--- src/rtl/mips_pkg.sv ---
// Shared types and constants for the MIPS pipeline front end.
package mips_pkg;

  typedef enum logic [1:0] {
    FETCH,
    DROP,
    BUFFERED
  } if_state_t;

  localparam logic [31:0] NOP_WORD = 32'h0;
  localparam logic [31:0] PC_STEP  = 32'd4;

endpackage

--- src/rtl/pc_next_sel.sv ---
// Next-PC priority mux: reset, then redirect, then sequential increment.
module pc_next_sel
  import mips_pkg::*;
#(
  parameter logic [31:0] RESET_PC = 32'h0000_0000
) (
  input  logic        reset,
  input  logic        branchTaken,
  input  logic [31:0] branchTarget,
  input  logic        jumpTaken,
  input  logic [31:0] jumpTarget,
  input  logic        advance,
  input  logic [31:0] pc,
  output logic        redirect,
  output logic [31:0] pcNext
);

  assign redirect = branchTaken | jumpTaken;

  always_comb begin
    pcNext = pc;
    if (!reset)
      pcNext = RESET_PC;
    else if (branchTaken)
      pcNext = branchTarget;
    else if (jumpTaken)
      pcNext = jumpTarget;
    else if (advance)
      pcNext = pc + PC_STEP;
  end

endmodule

--- src/rtl/if_stage.sv ---
// Instruction fetch: owns the PC and the imem request/ready handshake.
module if_stage
  import mips_pkg::*;
#(
  parameter logic [31:0] RESET_PC = 32'h0000_0000
) (
  input  logic        clk,
  input  logic        reset,
  input  logic        hazard,
  input  logic        branchTaken,
  input  logic [31:0] branchTarget,
  input  logic        jumpTaken,
  input  logic [31:0] jumpTarget,
  output logic        imemReq,
  output logic [31:0] imemAddr,
  input  logic        imemReady,
  input  logic [31:0] imemData,
  output logic [31:0] pcOutput,
  output logic [31:0] instructionOutput,
  output logic        ifFlushOutput,
  output logic        fetchStall
);

  if_state_t   state;
  logic [31:0] pc;
  logic [31:0] dropAddr;
  logic [31:0] bufInst;
  logic [31:0] bufPc;
  logic [31:0] pcPlus;
  logic [31:0] pcNext;
  logic        redirect;
  logic        outstanding;
  logic        fetchHs;
  logic        deliver;
  logic        fromBuf;

  pc_next_sel #(
    .RESET_PC(RESET_PC)
  ) u_sel (
    .reset       (reset),
    .branchTaken (branchTaken),
    .branchTarget(branchTarget),
    .jumpTaken   (jumpTaken),
    .jumpTarget  (jumpTarget),
    .advance     (fetchHs),
    .pc          (pc),
    .redirect    (redirect),
    .pcNext      (pcNext)
  );

  assign pcPlus      = pc + PC_STEP;
  assign outstanding = (state != BUFFERED);
  assign fetchHs     = (state == FETCH) && imemReady;
  assign fromBuf     = (state == BUFFERED);
  assign deliver     = reset && !redirect && !hazard
                     && (fetchHs || fromBuf);

  assign imemReq  = reset && outstanding;
  assign imemAddr = (state == DROP) ? dropAddr : pc;

  assign ifFlushOutput = reset && redirect;
  assign fetchStall    = !deliver;

  assign instructionOutput = !deliver ? NOP_WORD
                           : fromBuf  ? bufInst
                           : imemData;
  assign pcOutput = !deliver ? 32'h0
                  : fromBuf  ? bufPc
                  : pcPlus;

  always_ff @(posedge clk) begin
    pc <= pcNext;
    if (!reset) begin
      state    <= FETCH;
      dropAddr <= RESET_PC;
      bufInst  <= NOP_WORD;
      bufPc    <= 32'h0;
    end else if (redirect) begin
      bufInst <= NOP_WORD;
      bufPc   <= 32'h0;
      // an unanswered request must be drained before refetching
      if (outstanding && !imemReady) begin
        state    <= DROP;
        dropAddr <= imemAddr;
      end else begin
        state <= FETCH;
      end
    end else begin
      unique case (state)
        FETCH: begin
          if (imemReady && hazard) begin
            bufInst <= imemData;
            bufPc   <= pcPlus;
            state   <= BUFFERED;
          end
        end
        BUFFERED: if (!hazard) state <= FETCH;
        DROP:     if (imemReady) state <= FETCH;
        default:  state <= FETCH;
      endcase
    end
  end

endmodule
--- config.mk ---
export PLATFORM = sky130hd
export DESIGN_NAME = if_stage
export DESIGN_NICKNAME = d
export VERILOG_FILES = /design/src/rtl/mips_pkg.sv /design/src/rtl/pc_next_sel.sv /design/src/rtl/if_stage.sv
export SDC_FILE = /design/constraint.sdc
export NUM_CORES = 1
export LEC_CHECK = 0
export ABC_AREA = 1
export ABC_CLOCK_PERIOD_IN_PS = 3800
export CAP_MARGIN = 10
export CORE_MARGIN = 2
export CORE_UTILIZATION = 30
export CTS_BUF_LIST = sky130_fd_sc_hd__clkbuf_4
export DETAILED_ROUTE_END_ITERATION = 10
export GPL_ROUTABILITY_DRIVEN = 0
export PLACE_DENSITY_LB_ADDON = 0.08
export SLEW_MARGIN = 10
export SYNTH_ARGS = -nofsm -noshare
export SYNTH_HDL_FRONTEND = slang
export SYNTH_HIERARCHICAL = 1
export SYNTH_SLANG_ARGS = --single-unit
--- constraint.sdc ---
create_clock -name clk -period 3.8 [get_ports clk]
set_input_delay 0.95 -clock clk [delete_from_list [all_inputs] [get_ports clk]]
set_output_delay 0.95 -clock clk [all_outputs]
set_load 0.02 [all_outputs]
==> Word level (Yosys, flattened, before mapping) <==
Cells that the tools add are included.
{ "totals": {"out_inout_bits": 99, "word_cells": 47, "reg_bits": 130, "input_bits": 102} }
{ "op_classes": {"addsub": 1, "n_eq_ne": 6, "n_bitwise": 2, "reduce_logical": 19, "mux": 14} }
{ "op_table": {"columns": ["operator", "count"], "rows": [
  ["two-way mux 32 bit", 8],
  ["adder 32 x 3 -> 32 bit, second input constant", 1],
  ["logical AND 1 bit", 8],
  ["two-way mux 2 bit", 4],
  ["!= test 3 bit, second input constant", 2],
  ["case mux 2 bit (3 select lines)", 1],
  ["zero test 1 bit", 4],
  ["AND reduction 2 bit", 2],
  ["!= test 3 x 2 -> 1 bit, second input constant", 1],
  ["AND reduction 3 bit", 1],
  ["nonzero test 3 bit", 1],
  ["== test 2 x 1 -> 1 bit, second input constant", 1],
  ["== test 2 bit, second input constant", 1],
  ["zero test 2 bit", 1],
  ["!= test 2 bit, second input constant", 1],
  ["OR reduction 2 bit", 1],
  ["logical OR 1 bit", 1],
  ["two-way mux 1 bit", 1],
  ["NOT 1 bit", 1],
  ["OR 1 bit", 1]
]} }

==> Logic depth before layout (Yosys ltp) <==
{ "depth": {"ltp_word": 6, "ltp_mapped": 13, "mapped_depth_nobuf": 12} }

==> By module <==
Netlist, hierarchy kept.
{ "by_module_without_submodules": {"columns": ["mod", "instances", "cells_each", "area_each_um2", "seq_area_each_um2"], "rows": [
  ["if_stage", 1, 1076, 6645.1, 2602.5],
  ["pc_next_sel", 1, 301, 1597.8, 0.0]
]} }

==> Worst setup path after synthesis <==
No wires, ideal clock.
{ "synth_timing": {"path_type": "input to output", "from": "in jumpTaken", "to": "out pcOutput[5]", "n_path_buf": 1, "t_arrival_ns": 2.597, "setup_slack_ns": 0.253, "path_stages": 8, "t_required_ns": 2.850, "path_cell_list": "nor2_1 -> clkinv_1 -> nor2_4 -> nand3_4 -> inv_2 -> buf_4 -> o21ai_0 -> a21oi_1"} }
{ "synth_via": {"elab_chain_len": 6} }
{ "synth_lines": {"columns": ["element", "line_no", "source"], "rows": [
  ["start, declared", "if_stage.sv:12", "input logic jumpTaken,"],
  ["OR 1 bit", "pc_next_sel.sv:18", "assign redirect = branchTaken | jumpTaken;"],
  ["net redirect", "if_stage.sv:31", "logic redirect;"],
  ["zero test 1 bit", "if_stage.sv:55", "assign deliver = reset && !redirect && !hazard"],
  ["logical AND 1 bit (2 in series)", "if_stage.sv:55", null],
  ["logical AND 1 bit", "if_stage.sv:56", "&& (fetchHs || fromBuf);"],
  ["two-way mux 32 bit", "if_stage.sv:67", "assign pcOutput = !deliver ? 32'h0"],
  ["end, declared", "if_stage.sv:18", "output logic [31:0] pcOutput,"]
]} }
The timed path passes the listed nets, and every way through them passes these cells.

==> Worst setup path in the final report <==
{ "layout_timing": {"from": "in jumpTaken", "to": "out pcOutput[31]"} }
The elaborated chain is that of the path after synthesis.

==> metrics.cfg <==
[timing]
fin_crit_ns=3.69
finalHoldViolCount=0
max_freq_mhz=271
tightest_slew_ns=0.714
setup_violations=0
relSlewSlack_pct=52.4
fin_worst_skew_ns=0.0221
period_share_pct=97.2
slew_viol_final=0
totalNegativeSetupSlack_ns=0

[clock_network]
clk_pin_slew_worst_paths_ns=0.12
htreeDepth=4
cts_buffer_depth=2
hold_buffers=0
cts_tree=done
cts_buffers=17
cts_setup_buffers=0
clkLatencyLatePin_ns=0.55
clockRootBuffer=clkbuf_4
numClockSinks=130

[synthesis]
yosys-top-cells-area=dfxtp_1 32%, nand2_1 18%, inv_1 9.6%, nor2_1 8.8%, o21ai_0 5.0%
yosys.area.top_type=dfxtp_1
synth_edf_count=0
yosysMostFrequentCell=nand2_1
synth_cell_type_count=35
synth_area_per_cell_um2=5.99
ys.flop_type=dfxtp_1
yosys-top-cells-count=385 x nand2_1, 211 x inv_1, 194 x nor2_1
ys_seq_area_share_pct=31.6
synth_top_area_share_pct=31.6
ys_seq_elements=130
yosysWarnings=6
synthArstFlopShare_pct=0
syn_nets=1481
netlist_instances=1377
syn-cell-area_um2=8240

[min_path]
hold_class=reg -> reg

[pwr]
power_leakage_nw=5.37
power.density_nw_per_um2=297
power.total_mw=3.21
ir_worst_vdd_mv=0.133

[global_route]
antenna_found_initial=1
grt_pass1_wl_um=44300
grt_max_degree=68
gr-usage-all-layers_pct=19.4
grt_pass1_vias=8401
gr-total-overflow=0

[die]
core-area_um2=27000
die_x_um=170
num_io_pins=201
die_y_um=170
initial_core_util_pct=30.6
die-area_um2=28800
placement_rows=60

[routing]
viasPerCell=4.63
drt_iter0_drc=696
post_drt_wl_per_cell_um=14.4
vias=8867
drt-total-wl_um=27700
dr.pass1.iters=5
drcViolationCount=0
drtAntennaViolNets=0

[worst_setup_path]
required_ns=2.85
timing_worst_setup_path_type=in -> out
worstSetupEndpointType=primary output
cp_max_fo=9
cp.arrival_ns=2.74
startpoint_type=input pin

[layout]
nNetsFinal=1666
final_cell_area_um2=10800
layout-drive-gt1-share_pct=8.64
fillCellCount=3018
syn2layout_area_growth_pct=31.3

[placed_design]
portBuffers=200
post-dp-hpwl_um=20800
placed_area_um2=10600

[run_status]
status=finished clean

[run]
drv_cap=0

-- final cells by class --
type	count	area, um^2	area share (%)
Tap cell	341	427	3.94
Inverter	221	833	7.70
Clock buffer	17	128	1.18
Clock inverter	14	164	1.51
Multi-Input combinational cell	961	4490	41.5
Antenna cell	2	5.00	0.0462
Timing Repair Buffer	231	2170	20.0
Sequential cell	130	2610	24.1
-- power breakdown --
group	leakage (nW)	internal (mW)	switching, mW
sequential	1.07	1.43	0.0758
clock	0.155	0.449	0.559
combinational	4.15	0.302	0.395
-- critical path, stage by stage --
cell             delay [ns]
clkdlybuf4s50_1        0.43
nor2_2                 0.17
clkinv_2               0.11
nor2_4                 0.17
nand3_4                0.12
buf_4                  0.19
a21oi_1                0.11
nand2_1                0.07
inv_1                  0.05
dlygate4sd2_1          0.36
-- per-stage QoR --
stage	instances	utilization [%]	worst slack (ns)	hold slack, ns
after CTS	1915	40.2	0.0849	0.498
after floorplan	1377	-	0.253	0.455
after detailed placement	1884	39.4	-0.278	0.472
after global routing	1917	40.2	-0.0000695	0.513
final	1917	40.2	0.106	0.495
after global placement	1884	39.4	-0.259	0.463
-- final timing paths --
path              startpoint           end  slack, ns  depth (start not counted)
setup / recovery   jumpTaken  pcOutput[31]       0.11                         10
hold / removal    bufInst[9]    bufInst[9]       0.50                          2
setup reg to reg    state[0]   dropAddr[8]       1.14                          7
hold reg to reg   bufInst[9]    bufInst[9]       0.50                          2
-- sequential cells by signal, indices dropped and copies added (netlist names) --
register,count
bufInst,32
bufPc,32
dropAddr,32
pc,32
state,2
-- cells by family after synthesis --
group           Yosys count  share of synthesized area (%)
flops                   130                           31.6
simple gates            708                           36.0
buf+inv                 286                           13.9
fa+ha+maj                 2                          0.304
xor+xnor                 15                           1.59
compound gates          236                           16.6
-- routing by layer --
metal / GRT usage, % / part of all wire [%] / vias to the layer above
met2: 31.8 / 46 / 247
met3: 3.36 / 5.3 / 21
li1: - / - / 4687
met5: 0 / 0 / -
met4: 4.46 / 1.5 / 0
met1: 26.7 / 48 / 3912
-- timing repair --
action                     CTS  global route
resized for setup           67            39
pin swaps                    0             0
gates cloned                 0             0
setup endpoints to repair   64            30
-- layout by cell type (no fill, tap or decap), drive strengths merged, types with 3 or more instances in the layout --
master         instances
nand2                395
inv                  221
nor2                 208
clkdlybuf4s50        135
o21ai                133
dfxtp                130
nand3                 81
a21oi                 64
dlygate4sd2           39
buf                   32
clkbuf                27
o221a                 20
nand4                 15
clkdlybuf4s15         15
xor2                  13
o221ai                11
clkinv                 9
a31oi                  8
and2                   3
bufinv                 3
nand3b                 3
Power figures use the tool's default switching activity.
